`config.mk`:
```
export PLATFORM = sky130hd
export DESIGN_NAME = pdp_mbist_ctrl
export DESIGN_NICKNAME = d
export VERILOG_FILES = /design/src/rtl/pdp_mbist_ctrl.sv
export SDC_FILE = /design/constraint.sdc
export NUM_CORES = 1
export LEC_CHECK = 0
export ABC_AREA = 1
export CAP_MARGIN = 25
export CORE_MARGIN = 1
export CORE_UTILIZATION = 28
export CTS_CLUSTER_SIZE = 25
export DETAILED_ROUTE_END_ITERATION = 6
export HOLD_SLACK_MARGIN = 0.12
export PLACE_DENSITY = 0.49
export RECOVER_POWER = 100
export SLEW_MARGIN = 20
export SYNTH_ARGS = -nofsm -noshare
export SYNTH_HDL_FRONTEND = slang
export SYNTH_SLANG_ARGS = --single-unit
```
`constraint.sdc`:
```
create_clock -name clk_i -period 2.3 [get_ports clk_i]
set_clock_uncertainty 0.2 [all_clocks]
set_input_delay 0.46 -clock clk_i [delete_from_list [all_inputs] [get_ports clk_i]]
set_output_delay 0.46 -clock clk_i [all_outputs]
set_load 0.05 [all_outputs]
```
`src/rtl/pdp_mbist_ctrl.sv`:
```
// Built-in self-test master for a pseudo-dual-port RAM: runs an address sweep, March C- or
// LFSR random-data pattern, checks the read data and reports the pass/fail status and error count.
module pdp_mbist_ctrl #(
   parameter int unsigned DEPTH      = 512,
   parameter int unsigned ADDR_WIDTH = $clog2(DEPTH),
   parameter int unsigned DATA_WIDTH = 8,
   parameter int unsigned BYTE_WIDTH = 1,
   parameter int unsigned RD_LATENCY = 1,
   parameter logic [31:0] LFSR_SEED  = 32'hACE1_2468
) (
   input  logic                  clk_i,
   input  logic                  rst_i,
   input  logic                  start_i,
   input  logic [1:0]            mode_i,
   output logic                  busy_o,
   output logic                  done_o,
   output logic                  pass_o,
   output logic [15:0]           err_cnt_o,
   output logic [ADDR_WIDTH-1:0] err_addr_o,
   output logic                  wr_en_o,
   output logic [ADDR_WIDTH-1:0] wr_addr_o,
   output logic [DATA_WIDTH-1:0] wr_data_o,
   output logic [BYTE_WIDTH-1:0] ben_o,
   output logic                  rd_en_o,
   output logic [ADDR_WIDTH-1:0] rd_addr_o,
   input  logic [DATA_WIDTH-1:0] rd_data_i
);

   typedef enum logic [1:0] {S_IDLE, S_RUN, S_DRAIN, S_DONE} state_e;
   typedef enum logic [1:0] {M_SWEEP = 2'd0, M_MARCH = 2'd1, M_LFSR = 2'd2} mode_e;

   localparam logic [31:0]           LFSR_TAPS = 32'h8020_0003;
   localparam logic [ADDR_WIDTH-1:0] LAST_ADDR = ADDR_WIDTH'(DEPTH - 1);
   localparam int unsigned           CW        = (RD_LATENCY > 1) ? $clog2(RD_LATENCY) : 1;

   state_e                state_q, state_d;
   mode_e                 mode_q, mode_d;
   logic [2:0]            elem_q, elem_d;
   logic [ADDR_WIDTH-1:0] addr_q, addr_d;
   logic                  phase_q, phase_d;
   logic [31:0]           lfsr_q, lfsr_d;
   logic [CW-1:0]         drain_q, drain_d;
   logic [15:0]           err_cnt_q, err_cnt_d;
   logic [ADDR_WIDTH-1:0] err_addr_q, err_addr_d;

   logic [RD_LATENCY-1:0]                 pipe_vld_q, pipe_vld_d;
   logic [RD_LATENCY-1:0][DATA_WIDTH-1:0] pipe_exp_q, pipe_exp_d;
   logic [RD_LATENCY-1:0][ADDR_WIDTH-1:0] pipe_addr_q, pipe_addr_d;

   logic                  op_wr, op_rd, pair, down, start_go, elem_end, next_down, miscmp;
   logic [DATA_WIDTH-1:0] op_data;
   logic [2:0]            last_elem, elem_nxt;

   // Operation decode for the current element/address; ports are idle outside RUN.
   always_comb begin
      // NOTE: every combinational output gets a default first so no path can infer a latch.
      op_wr   = 1'b0;
      op_rd   = 1'b0;
      op_data = '0;
      pair    = 1'b0;
      down    = 1'b0;
      if (state_q == S_RUN) begin
         case (mode_q)
            M_MARCH: begin
               pair = (elem_q != 3'd0) && (elem_q != 3'd5);
               down = (elem_q == 3'd3) || (elem_q == 3'd4);
               if (elem_q == 3'd0) begin
                  op_wr = 1'b1;
               end else if (elem_q == 3'd5) begin
                  op_rd = 1'b1;
               end else if (!phase_q) begin
                  // odd elements read 0 and write 1, even elements the reverse
                  op_rd   = 1'b1;
                  op_data = {DATA_WIDTH{~elem_q[0]}};
               end else begin
                  op_wr   = 1'b1;
                  op_data = {DATA_WIDTH{elem_q[0]}};
               end
            end
            M_LFSR: begin
               op_wr   = (elem_q == 3'd0);
               op_rd   = (elem_q != 3'd0);
               op_data = lfsr_q[DATA_WIDTH-1:0];
            end
            default: begin
               op_wr   = (elem_q == 3'd0);
               op_rd   = (elem_q != 3'd0);
               op_data = DATA_WIDTH'(addr_q);
            end
         endcase
      end
   end

   // Sequencer: element/address/phase stepping and top-level state.
   always_comb begin
      state_d   = state_q;
      mode_d    = mode_q;
      elem_d    = elem_q;
      addr_d    = addr_q;
      phase_d   = phase_q;
      lfsr_d    = lfsr_q;
      drain_d   = drain_q;
      start_go  = 1'b0;
      last_elem = (mode_q == M_MARCH) ? 3'd5 : 3'd1;
      elem_nxt  = elem_q + 3'd1;
      next_down = (mode_q == M_MARCH) && ((elem_nxt == 3'd3) || (elem_nxt == 3'd4));
      elem_end  = down ? (addr_q == '0) : (addr_q == LAST_ADDR);
      case (state_q)
         S_IDLE, S_DONE: begin
            if (start_i) begin
               start_go = 1'b1;
               state_d  = S_RUN;
               mode_d   = (mode_i == 2'd3) ? M_SWEEP : mode_e'(mode_i);
               elem_d   = 3'd0;
               addr_d   = '0;
               phase_d  = 1'b0;
               lfsr_d   = LFSR_SEED;
            end
         end
         S_RUN: begin
            if (mode_q == M_LFSR) begin
               lfsr_d = (lfsr_q >> 1) ^ (lfsr_q[0] ? LFSR_TAPS : 32'd0);
            end
            if (pair && !phase_q) begin
               phase_d = 1'b1;
            end else begin
               phase_d = 1'b0;
               if (!elem_end) begin
                  addr_d = down ? addr_q - 1'b1 : addr_q + 1'b1;
               end else if (elem_q == last_elem) begin
                  state_d = S_DRAIN;
                  drain_d = '0;
               end else begin
                  elem_d = elem_nxt;
                  addr_d = next_down ? LAST_ADDR : '0;
                  lfsr_d = LFSR_SEED;
               end
            end
         end
         S_DRAIN: begin
            if (drain_q == CW'(RD_LATENCY - 1)) begin
               state_d = S_DONE;
            end else begin
               drain_d = drain_q + 1'b1;
            end
         end
         default: ;
      endcase
   end

   // Expected-data pipeline and error accounting.
   always_comb begin
      pipe_vld_d     = '0;
      pipe_exp_d     = '0;
      pipe_addr_d    = '0;
      pipe_vld_d[0]  = op_rd;
      pipe_exp_d[0]  = op_data;
      pipe_addr_d[0] = addr_q;
      for (int i = 1; i < RD_LATENCY; i++) begin
         pipe_vld_d[i]  = pipe_vld_q[i-1];
         pipe_exp_d[i]  = pipe_exp_q[i-1];
         pipe_addr_d[i] = pipe_addr_q[i-1];
      end
      miscmp     = pipe_vld_q[RD_LATENCY-1] && (rd_data_i != pipe_exp_q[RD_LATENCY-1]);
      err_cnt_d  = err_cnt_q;
      err_addr_d = err_addr_q;
      if (start_go) begin
         err_cnt_d  = '0;
         err_addr_d = '0;
      end else if (miscmp) begin
         if (err_cnt_q != 16'hFFFF) err_cnt_d = err_cnt_q + 16'd1;
         if (err_cnt_q == 16'd0)    err_addr_d = pipe_addr_q[RD_LATENCY-1];
      end
   end

   always_ff @(posedge clk_i) begin
      if (rst_i) begin
         state_q    <= S_IDLE;
         mode_q     <= M_SWEEP;
         elem_q     <= 3'd0;
         addr_q     <= '0;
         phase_q    <= 1'b0;
         lfsr_q     <= LFSR_SEED;
         drain_q    <= '0;
         err_cnt_q  <= '0;
         err_addr_q <= '0;
         pipe_vld_q <= '0;
      end else begin
         // NOTE: sequential state uses non-blocking assignments so all flops update together.
         state_q    <= state_d;
         mode_q     <= mode_d;
         elem_q     <= elem_d;
         addr_q     <= addr_d;
         phase_q    <= phase_d;
         lfsr_q     <= lfsr_d;
         drain_q    <= drain_d;
         err_cnt_q  <= err_cnt_d;
         err_addr_q <= err_addr_d;
         pipe_vld_q <= pipe_vld_d;
      end
   end

   // NOTE: the data side of the pipeline needs no reset; it is only looked at when its valid bit is set.
   always_ff @(posedge clk_i) begin
      pipe_exp_q  <= pipe_exp_d;
      pipe_addr_q <= pipe_addr_d;
   end

   assign busy_o     = (state_q == S_RUN) || (state_q == S_DRAIN);
   assign done_o     = (state_q == S_DONE);
   assign pass_o     = done_o && (err_cnt_q == 16'd0);
   assign err_cnt_o  = err_cnt_q;
   assign err_addr_o = err_addr_q;
   assign wr_en_o    = op_wr;
   assign wr_addr_o  = op_wr ? addr_q : '0;
   assign wr_data_o  = op_wr ? op_data : '0;
   assign ben_o      = {BYTE_WIDTH{op_wr}};
   assign rd_en_o    = op_rd;
   assign rd_addr_o  = op_rd ? addr_q : '0;

endmodule

```
Word level (Yosys, flattened, before mapping). Cells that the tools add are included.

Reduce and logical (&&, ||, !) cells: 26. Mux-type cells: 60. Add/subtract/negate cells: 5. Bitwise gates (word level): 2. Equal/unequal tests: 23.

Operators with widths (count): 32-bit two-way mux (6); 9-bit two-way mux (8); 32-bit case mux with 2 select lines (1); 8-bit two-way mux (5); 31-bit by 32-bit bitwise XOR with 32-bit output (1); 1-bit two-way mux (23); 9-bit case mux with 2 select lines (1); 16-bit by 1-bit adder with 16-bit output (second input constant) (1); 16-bit zero test (1); 16-bit inequality test (second input constant) (1); 8-bit case mux with 2 select lines (1); 3-bit two-way mux (5); 2-bit two-way mux (6); 2-bit inequality test (second input constant) (6); 5-bit AND reduction (2); 9-bit by 1-bit adder with 9-bit output (second input constant) (1); 3-bit equality test (second input constant) (3); 9-bit equality test (second input constant) (1); 9-bit zero test (1); 9-bit by 1-bit subtractor with 9-bit output (second input constant) (1); 2-bit equality test (second input constant) (4); 8-bit inequality test (1); 2-bit AND reduction (4); 4-bit AND reduction (2); other kinds (18) (30).

Output and inout bits: 57. Logic and storage cells: 128. Flip-flop bits (word level): 93. Input bits: 13.

Depth between registers and ports, before layout. Gate-level depths: netlist of the first run.

Word-level depth: 9. Depth in mapped cells: 17. Mapped depth without buffers: 16.

Least setup slack after synthesis of the first run. Ideal clock, no wire load.

Path kind: register -> output. Start point: register elem_q[0]. End point: output rd_addr_o[0]. Data required time: 1640 ps. Cell stages (with the launch flop): 9. Data arrival time: 2856 ps. Setup slack: -1216 ps. Path through: dfxtp_1 > inv_1 > ha_1 > inv_1 > nor2_1 > a31o_2 > nor2_1 > clkinv_1 > nor2_1.

Cells in the longest elaborated chain, start to end: 6. Elaborated cells between the ends (all ways): 8. Those cells by class: 1 x eq/ne; 5 x mux; 2 x reduce/logical.

Ends and longest elaborated chain: start: declaration (RTL line 38) `logic [2:0] elem_q, elem_d;`; start signal: assignment (RTL line 192) `elem_q <= elem_d;`; 3-bit equality test (RTL line 69) `end else if (elem_q == 3'd5) begin`; 1-bit two-way mux (RTL line 69); 1-bit two-way mux (RTL line 67) `if (elem_q == 3'd0) begin`; 1-bit two-way mux *; 1-bit two-way mux * (RTL line 62) `if (state_q == S_RUN) begin`; net rd_en_o (RTL line 24) `output logic rd_en_o,`; 9-bit two-way mux * (RTL line 219) `assign rd_addr_o = op_rd ? addr_q : '0;`; end: declaration (RTL line 25) `output logic [ADDR_WIDTH-1:0] rd_addr_o,`.

Mark *: on every way through the listed nets, which the timed path passes. The rest lies on a longest branch.

Worst setup path after layout of the first run.
Start point: register elem_q[0]. End point: output wr_data_o[2].

Cells in the longest elaborated chain, start to end: 7. Elaborated cells between the ends (all ways): 13. Those cells by class: 1 x eq/ne; 10 x mux; 1 x bitwise; 1 x reduce/logical.

Ends and longest elaborated chain: 1-bit NOT (RTL line 74) `op_data = {DATA_WIDTH{~elem_q[0]}};`; 8-bit two-way mux (RTL line 71) `end else if (!phase_q) begin`; 8-bit two-way mux (RTL line 69); 8-bit two-way mux (RTL line 67); 8-bit case mux with 2 select lines (RTL line 63) `case (mode_q)`; 8-bit two-way mux (RTL line 62); 8-bit two-way mux * (RTL line 216) `assign wr_data_o = op_wr ? op_data : '0;`; end: declaration (RTL line 22) `output logic [DATA_WIDTH-1:0] wr_data_o,`.

Mark *: on every way between the ends. The rest lies on a longest branch, timed or not.

==> results of run 1 <==
[synth_stat cells (4+ instances only)]
library cell | instances | area share
clkbuf_1 | 21 | 0.015
xnor2_1 | 5 | 0.0084
nand2_1 | 193 | 0.14
nor2_1 | 87 | 0.063
nand3_1 | 85 | 0.082
inv_2 | 4 | 0.0029
a21oi_1 | 61 | 0.059
ha_1 | 18 | 0.043
buf_2 | 5 | 0.0048
dfxtp_1 | 92 | 0.36
nand2_2 | 9 | 0.011
xor2_1 | 20 | 0.034
nand4_1 | 5 | 0.0060
nor4_1 | 4 | 0.0048
nor3_1 | 15 | 0.014
buf_4 | 4 | 0.0058
o21ai_0 | 39 | 0.038
inv_1 | 87 | 0.063
[through the flow]
stage	area [um^2]	TNS (ns)	utilization
6_report	8104	-8.469	0.4481
2_1_floorplan	5431	-1.531	-
4_1_cts	7848	-9.075	0.4339
5_1_grt	8104	-14.54	0.4481
3_5_place_dp	7148	-0.4230	0.3952
3_3_place_gp	7148	-0.4209	0.3952
[repair_timing]
action / in CTS / in global routing
setup endpoints to repair: 37 / 79
pin swaps: 17 / 19
cloned: 3 / 3
setup buffers: 10 / 14
resized for setup: 60 / 75
[state kept, by name, summed over array words and instances (netlist names)]
register and count:
state_q 2, err_cnt_o 16, pipe_addr_q 9, err_addr_o 9
lfsr_q 32, pipe_exp_q 8, elem_q 3, mode_q 2
addr_q 9, phase_q 1, pipe_vld_q 1
[area by class of cell]
class / count / area share
Multi-Input combinational cell: 565 / 0.4263
Tap cell: 229 / 0.03536
Timing Repair inverter: 2 / 0.003088
Clock buffer: 10 / 0.02949
Clock inverter: 6 / 0.008800
Inverter: 95 / 0.04956
Timing Repair Buffer: 163 / 0.2188
Sequential cell: 92 / 0.2287
[tightest hold or removal path, cell delays in order, from the launching register on]
cell and delay (ns):
dfxtp_1 0.31, nor2_1 0.04, nor2_1 0.08
[per-layer routing]
layer | vias up | share of wire | global-route usage
li1 | 2808 | - | -
met1 | 2477 | 0.48 | 0.2220
met2 | 92 | 0.46 | 0.2554
met3 | 18 | 0.035 | 0.03672
met4 | 0 | 0.019 | 0.05677
met5 | - | 0 | 0
[power by group]
group | switching (mW) | internal [mW] | total, mW
Combinational | 2.78 | 1.87 | 4.65
Sequential | 0.173 | 1.84 | 2.02
Clock | 0.677 | 0.884 | 1.56
Total | 3.63 | 4.60 | 8.23
[worst max-delay path by stage]
stage                                 startpoint            to  cells past startpoint
after floorplan           elem_q[0]$_SDFFE_PP0P_  rd_addr_o[0]                      8
after global placement    elem_q[0]$_SDFFE_PP0P_  wr_data_o[6]                     11
after detailed placement  elem_q[0]$_SDFFE_PP0P_  wr_data_o[6]                     11
after CTS                 elem_q[1]$_SDFFE_PP0P_  wr_data_o[2]                     12
after global routing      elem_q[0]$_SDFFE_PP0P_  wr_data_o[2]                     12
final                     elem_q[0]$_SDFFE_PP0P_  wr_data_o[2]                     10
[logic make-up (layout without fill, tap and decap cells)]
family                     count (synthesis)  after routing  share of synthesized area
muxes                                      3              3                   0.005790
and+or+nand+nor                          407            408                     0.3382
buffers and inverters                    128            276                     0.1013
AOI/OAI and AO/OA                        110            110                     0.1100
DFF                                       92             92                     0.3551
xor gates and xnor gates                  25             25                    0.04222
adders and majority gates                 19             19                    0.04729
==> impl_metrics.json, run 1 <==
{
  "cp-start-kind": "register",
  "finalSetupViolCount": 32,
  "ios": 70,
  "min_to": "err_addr_o[5]$_SDFFE_PP0P_",
  "min_path_type": "register to register",
  "fin_cells": 1162,
  "hold_buffers": 0,
  "clk_pin_slew_ns": 0.07,
  "grt_pass1_vias": 4893,
  "dp.cells": 1122,
  "nFillCells": 1823,
  "finalMaxSlewViolations": 0,
  "wl_per_cell_um": 13.37,
  "cpLargestDelayFamily": "buffers and inverters",
  "grt_pass1_wl_um": 25020,
  "avgSynthCellArea_um2": 6.615,
  "async_reset_ff_frac": 0,
  "dr.pass1.iters": 6,
  "io_buffers": 69,
  "vias": 5395,
  "failed_checks": "design-rule violations, negative setup slack",
  "clk_latency_ns": 0.35,
  "dieWidth_um": 138.1,
  "fin_crit_sh": 1.149,
  "worst_path_max_delay_cell": "dfxtp_4",
  "synth_ff_type": "dfxtp_1",
  "final_common_cell": "nand2_1",
  "drt_iter0_markers": 278,
  "cts_max_path_buffers": 2,
  "cp_data_arrival_time_ns": 1.98,
  "start_util": 0.2868,
  "period_needed_ns": 2.643,
  "slowest_delay_ns": 0.37,
  "htreeDepth": 3,
  "synth_edf_count": 0,
  "num_rows": 49,
  "ant_nets": 0,
  "routed_wl_um": 15540,
  "timing.rr.end": "addr_q[8]$_SDFFE_PP0P_",
  "path_class": "register to primary output",
  "dieHeight_um": 138.1,
  "worst_slew_pin_slew_ns": 0.6154,
  "total_power_mw": 8.231,
  "crit_path_end_kind": "primary output",
  "cts_tree": "yes",
  "vdd_ir_drop_max_uv": 1158,
  "reg2reg_depth": 15,
  "ys_warn_count": 0,
  "yosysSeqAreaShare": 0.3551,
  "maxCapViolations": 0,
  "critPathMaxFanout": 8,
  "outcome": "finished, violations left",
  "final_layout_size_suffix_gt1_frac": 0.2787,
  "holdWs_ns": 0.2531,
  "worstHoldStart": "pipe_addr_q[5]$_DFF_P_",
  "syn_area_um2": 5186,
  "vias_per_cell": 4.643,
  "syn_nets": 816,
  "grt-ovfl-total": 0,
  "final_cell_mix": "183 x nand2_1, 87 x dfxtp_1, 79 x nand3_1",
  "diodes": 0,
  "track_usage": 0.1637,
  "cp_num_buf_inv": 5,
  "regArea_um2": 1853,
  "multi_input_area_um2": 3455,
  "ys_ff_latch": 92,
  "hold_viol": 0,
  "p_leak_nw": 3.308,
  "synth_cells": 784,
  "power_density_nw_per_um2": 1016,
  "core_area_um2": 18090,
  "yosysUniqueCellTypes": 36,
  "grt_start_max_net_pins": 49,
  "nets": 960,
  "cts_buffers": 9,
  "die_area_um2": 19070,
  "worstPathCellList": "inv_4, ha_4, inv_4, nor2_4, buf_4, a31o_4, nand2_8, nor4_4, buf_4, buf_12",
  "antenna_found_initial": 0,
  "max_freq_mhz": 378.3,
  "syn_to_final_growth_pct": 56.26,
  "place.detailed.hpwl_um": 10940,
  "drc": 16,
  "hold_path_depth": 2,
  "cts_sinks": 92,
  "required_ns": 1.64,
  "slew_headroom": 0.5915,
  "rrSetupSlack_ns": -0.03,
  "grt_setup_unrepaired": "yes",
  "r2r_start": "elem_q[0]$_SDFFE_PP0P_",
  "cts-root-buf": "clkbuf_16",
  "place_ws_ns": -0.08262,
  "gp_congestion": 0.8256,
  "setup_slack_ns": -0.3434
}
(Power assumes the default switching activity.)
==> run 2, diff against run 1 <==
--- a/config.mk
+++ b/config.mk
@@ -7,13 +7,15 @@
 export LEC_CHECK = 0
 export ABC_AREA = 1
 export CAP_MARGIN = 25
-export CORE_MARGIN = 1
+export CORE_MARGIN = 4
 export CORE_UTILIZATION = 28
 export CTS_CLUSTER_SIZE = 25
 export DETAILED_ROUTE_END_ITERATION = 6
 export HOLD_SLACK_MARGIN = 0.12
+export MAX_ROUTING_LAYER = met4
 export PLACE_DENSITY = 0.49
 export RECOVER_POWER = 100
+export REMOVE_ABC_BUFFERS = 1
 export SLEW_MARGIN = 20
 export SYNTH_ARGS = -nofsm -noshare
 export SYNTH_HDL_FRONTEND = slang
==> run 2 against run 1 <==
  * The run ends with negative setup slack left
  * Sequential share of layout area is 0.65 points lower
  * Maximum frequency is 4.3% lower
  * Register-to-register slack worse by 0.23 ns
  * Largest cell class unchanged
==> impl_metrics.json, run 2 (synthesized netlist as in run 1, its figures left out) <==
{
  "outcome": "finished, violations left",
  "failed_checks": "negative setup slack",
  "path_class": "register to primary output",
  "io_buffers": 69,
  "grt_use_met1": 0.2226,
  "cts-root-buf": "clkbuf_16",
  "place_ws_ns": -0.2659,
  "p_sw_frac": 0.4266,
  "syn_to_final_growth_pct": 61.30,
  "hold_buffers": 0,
  "final_cell_mix": "179 x nand2_1, 85 x dfxtp_1, 83 x buf_4",
  "fin_cells": 1184,
  "grt_start_max_net_pins": 29,
  "period_needed_ns": 2.761,
  "dp.cells": 1130,
  "htreeDepth": 3,
  "ios": 70,
  "hold_viol": 0,
  "grt-ovfl-total": 0,
  "dr.pass1.iters": 4,
  "worst_slew_pin_slew_ns": 0.5112,
  "vias": 5415,
  "use_met3": 0.03307,
  "critPathMaxFanout": 10,
  "min_path_type": "register to register",
  "maxCapViolations": 0,
  "grt_setup_unrepaired": "yes",
  "use_met2": 0.2413,
  "crit_cells": 10,
  "antenna_found_initial": 0,
  "ant_nets": 0,
  "core_area_um2": 18090,
  "clk_pin_slew_ns": 0.07,
  "finalSetupViolCount": 36,
  "final_layout_size_suffix_gt1_frac": 0.3173,
  "fin_area_um2": 8366,
  "reg2reg_depth": 22,
  "diodes": 0,
  "max_freq_mhz": 362.1,
  "setup_slack_ns": -0.4614,
  "cpLargestDelayFamily": "buffers and inverters",
  "required_ns": 1.64,
  "fin_tns_setup_ns": -6.995,
  "clkPwrFrac": 0.194,
  "place.detailed.hpwl_um": 11070,
  "final_common_cell": "nand2_1",
  "gp_congestion": 0.8510,
  "vias_per_cell": 4.573,
  "cts_sinks": 92,
  "cp_num_buf_inv": 5,
  "wl_per_cell_um": 13.88,
  "hold_path_depth": 0,
  "dieWidth_um": 144.1,
  "track_usage": 0.1626,
  "power_density_nw_per_um2": 1032,
  "grt_pass1_wl_um": 26390,
  "grt_pass1_vias": 5164,
  "top_register": "lfsr_q",
  "p_int_mw": 4.951,
  "vdd_ir_drop_max_uv": 599.4,
  "start_util": 0.2868,
  "drc": 0,
  "clk_latency_ns": 0.35,
  "p_leak_nw": 3.574,
  "num_rows": 49,
  "worstPathCellList": "inv_4, ha_4, inv_4, nor2_4, a31o_2, nand2_4, buf_12, nor4_1, buf_4, buf_12",
  "cp-start-kind": "register",
  "cts_buffers": 9,
  "fin_crit_sh": 1.201,
  "worst_path_max_delay_cell": "dfxtp_4",
  "p_comb_frac": 0.570,
  "nets": 982,
  "cp_data_arrival_time_ns": 2.10,
  "postPlaceCellArea_um2": 6945,
  "largest_reg_flops": 32,
  "p_switching_mw": 3.683,
  "holdWs_ns": 0.1882,
  "cts_tree": "yes",
  "slowest_delay_ns": 0.37,
  "seqPwrFrac": 0.236,
  "finalMaxSlewViolations": 0,
  "grt-busiest-layer": "met2",
  "cts_max_path_buffers": 2,
  "nFillCells": 1816,
  "dieHeight_um": 144.1,
  "crit_path_end_kind": "primary output",
  "routed_wl_um": 16430,
  "die_area_um2": 20760,
  "slew_headroom": 0.6587,
  "drt_iter0_markers": 296
}
[run 2: cell count changes in the layout (fill, tap and decap cells not counted), moves of 5 or more]
cell	change
nor2_4	-6
nand3_1	-6
buf_4	+16
buf_6	+20
nand3_2	+5
clkbuf_1	-11
nand2_2	+5
clkdlybuf4s50_1	+6
nor2_2	+7
a21oi_2	+5
ha_1	+5
dlygate4sd3_1	-7
[run 2: what timing repair did]
action                                  CTS  global route
resized for setup                       105           101
endpoints found under the setup margin   41            72
cloned                                    1             2
buffers inserted                         31            15
pin swaps                                19            23
[run 2: layer usage]
| metal | up-vias | part of all wire |
|---|---|---|
| li1 | 2836 | - |
| met2 | 127 | 0.45 |
| met3 | 32 | 0.056 |
| met1 | 2420 | 0.47 |
| met5 | - | 0 |
| met4 | 0 | 0.023 |
[run 2: final timing paths]
| path | from | endpoint | slack (ns) |
|---|---|---|---|
| worst max-delay path | elem_q[0]$_SDFFE_PP0P_ | wr_data_o[2] | -0.46 |
| worst min-delay path | addr_q[3]$_SDFFE_PP0P_ | pipe_addr_q[3]$_DFF_P_ | 0.19 |
| worst max register to register | elem_q[0]$_SDFFE_PP0P_ | pipe_exp_q[5]$_DFF_P_ | -0.26 |
| worst min register to register | addr_q[3]$_SDFFE_PP0P_ | pipe_addr_q[3]$_DFF_P_ | 0.19 |
[run 2: layout make-up]
class	instances	area, um^2	share of cell area
tap	229	286.5	0.03425
sequential	92	1858	0.2221
inverter	95	377.9	0.04517
multi-input combinational	565	3416	0.4083
clock inverter	6	93.84	0.01122
clock buffer	10	239.0	0.02857
timing repair buffer	187	2095	0.2504
[run 2: stage by stage]
stage          utilization  power [mW]
2_1_floorplan            -       4.022
3_3_place_gp        0.3840       5.679
3_5_place_dp        0.3840       5.673
4_1_cts             0.4342       8.038
5_1_grt             0.4625       9.172
6_report            0.4625       8.634
[run 2: power groups by stage]
stage / Clock (mW) / Combinational [mW] / Sequential (mW)
finish: 1.67 / 4.93 / 2.04
global route: 1.77 / 5.33 / 2.07
CTS: 1.72 / 4.29 / 2.03
detailed placement: 0 / 3.63 / 2.04
global placement: 0 / 3.64 / 2.04
floorplan: 0 / 1.95 / 2.08
==> run 3, diff against run 2 <==
--- a/config.mk
+++ b/config.mk
@@ -11,9 +11,10 @@
 export CORE_UTILIZATION = 28
 export CTS_CLUSTER_SIZE = 25
 export DETAILED_ROUTE_END_ITERATION = 6
+export DONT_BUFFER_PORTS = 1
 export HOLD_SLACK_MARGIN = 0.12
 export MAX_ROUTING_LAYER = met4
-export PLACE_DENSITY = 0.49
+export PLACE_DENSITY = 0.44
 export RECOVER_POWER = 100
 export REMOVE_ABC_BUFFERS = 1
 export SLEW_MARGIN = 20
==> run 3 against run 2 <==
  * The flow still finishes with violations (negative setup slack)
  * Maximum frequency grew 2.6%
  * Total power shrank 9.2%
  * First-iteration DRC count grew 6.4%
  * Critical path depth grew 2
  * Final cell count shrank 3.9%
==> impl_metrics.json, run 3 (synthesized netlist as in run 1, its figures left out) <==
{
  "largest_reg_flops": 32,
  "multi_input_area_um2": 3442,
  "dr.pass1.iters": 4,
  "p_leak_nw": 3.134,
  "syn_to_final_growth_pct": 44.95,
  "cp_data_arrival_time_ns": 2.03,
  "regArea_um2": 1848,
  "grt_pass1_wl_um": 25550,
  "required_ns": 1.64,
  "grt_use_met1": 0.2060,
  "final_common_cell": "nand2_1",
  "reg2reg_depth": 14,
  "grt_start_max_net_pins": 37,
  "ios": 70,
  "cts_max_path_buffers": 2,
  "vdd_ir_drop_max_uv": 761.7,
  "final_cell_mix": "171 x nand2_1, 89 x dfxtp_1, 86 x buf_4",
  "vias_per_cell": 4.587,
  "hold_viol": 0,
  "hold_path_depth": 3,
  "cts_tree": "yes",
  "drc": 0,
  "outcome": "finished, violations left",
  "wl_per_cell_um": 14.00,
  "min_path_type": "input pin to register",
  "track_usage": 0.1578,
  "antenna_found_initial": 0,
  "grt_pass1_vias": 5031,
  "slowest_delay_ns": 0.39,
  "worstPathCellList": "inv_4, ha_4, inv_4, nor2_4, nor2_4, inv_2, nor2_4, buf_6, nor3_2, nor4_2, buf_4, buf_8",
  "grt-ovfl-total": 0,
  "fin_crit_sh": 1.170,
  "dieWidth_um": 144.1,
  "place.detailed.hpwl_um": 11290,
  "cts-root-buf": "clkbuf_16",
  "start_util": 0.2868,
  "dieHeight_um": 144.1,
  "worst_slew_pin_slew_ns": 0.8421,
  "worst_path_max_delay_cell": "dfxtp_4",
  "clk_pin_slew_ns": 0.07,
  "max_freq_mhz": 371.6,
  "finalSetupViolCount": 29,
  "htreeDepth": 3,
  "nets": 937,
  "routed_wl_um": 15930,
  "use_met2": 0.2504,
  "gp_congestion": 0.8305,
  "cts_sinks": 92,
  "nFillCells": 1885,
  "cp-start-kind": "register",
  "ant_nets": 0,
  "cts_buffers": 9,
  "finalMaxSlewViolations": 0,
  "core_area_um2": 18090,
  "setup_slack_ns": -0.3910,
  "grt-busiest-layer": "met2",
  "use_met3": 0.03671,
  "clk_latency_ns": 0.35,
  "crit_path_end_kind": "primary output",
  "critical_path.most_common_cell": "nor2_4",
  "grt_setup_unrepaired": "yes",
  "postPlaceCellArea_um2": 6300,
  "utilization": 0.4156,
  "path_class": "register to primary output",
  "diodes": 0,
  "drt_iter0_markers": 315,
  "num_rows": 49,
  "failed_checks": "negative setup slack",
  "total_power_mw": 7.841,
  "fin_area_um2": 7517,
  "io_buffers": 0,
  "top_register": "lfsr_q",
  "slew_headroom": 0.4386,
  "final_layout_size_suffix_gt1_frac": 0.2992,
  "power_density_nw_per_um2": 1043,
  "maxCapViolations": 0,
  "die_area_um2": 20760,
  "critPathMaxFanout": 4,
  "period_needed_ns": 2.691,
  "vias": 5220
}
==> run 3: critical path: cells and delay by family (launching register included) <==
| family | cells | cell delay, ns |
|---|---|---|
| fa+ha+maj | 1 | 0.15 |
| buf+inv | 6 | 0.60 |
| flops | 1 | 0.39 |
| simple gates | 5 | 0.55 |
==> run 3: path summary, 6_finish.rpt <==
path              slack (ns)                   start                      to
hold / removal          0.17               mode_i[0]  mode_q[1]$_SDFFE_PP0P_
setup reg to reg        0.04  elem_q[0]$_SDFFE_PP0P_  addr_q[2]$_SDFFE_PP0P_
hold reg to reg         0.23  addr_q[0]$_SDFFE_PP0P_  pipe_addr_q[0]$_DFF_P_
setup / recovery       -0.39  elem_q[0]$_SDFFE_PP0P_            wr_data_o[6]
==> run 3: layout make-up <==
| class | instances | area share |
|---|---|---|
| timing repair buffer | 142 | 0.1699 |
| timing repair inverter | 1 | 0.001165 |
| clock buffer | 12 | 0.03412 |
| multi-input combinational | 564 | 0.4579 |
| tap | 229 | 0.03812 |
| inverter | 95 | 0.04993 |
| clock inverter | 3 | 0.002996 |
| sequential | 92 | 0.2458 |
==> run 3: per-layer routing <==
layer,vias to the layer above,share of wire
met4,0,0.0092
li1,2742,-
met3,10,0.059
met5,-,0
met2,97,0.46
met1,2371,0.47
==> run 3: stage by stage <==
step	hold WS (ns)	TNS (ns)	instances	setup WS, ns
finish	0.1668	-5.664	1138	-0.3910
detailed placement	0.2129	-1.935	1101	-0.1357
floorplan	0.1801	-53.01	751	-1.397
global route	0.2131	-9.128	1138	-0.4714
CTS	0.1592	-6.990	1123	-0.3805
global placement	0.2146	-1.376	1101	-0.1275
==> run 3: where the power goes <==
part | internal, mW | leakage (nW) | switching (mW)
Clock | 0.787 | 0.127 | 0.646
Combinational | 1.73 | 2.26 | 2.60
Sequential | 1.84 | 0.748 | 0.245
==> run 3: what timing repair did <==
| item | in CTS | in global routing |
|---|---|---|
| resized for setup | 71 | 126 |
| buffers inserted | 5 | 13 |
| hold endpoints to repair | 22 | 0 |
| pin swaps | 10 | 36 |
| hold buffers | 1 | 0 |
| gates cloned | 1 | 2 |
| setup endpoints to repair | 36 | 73 |
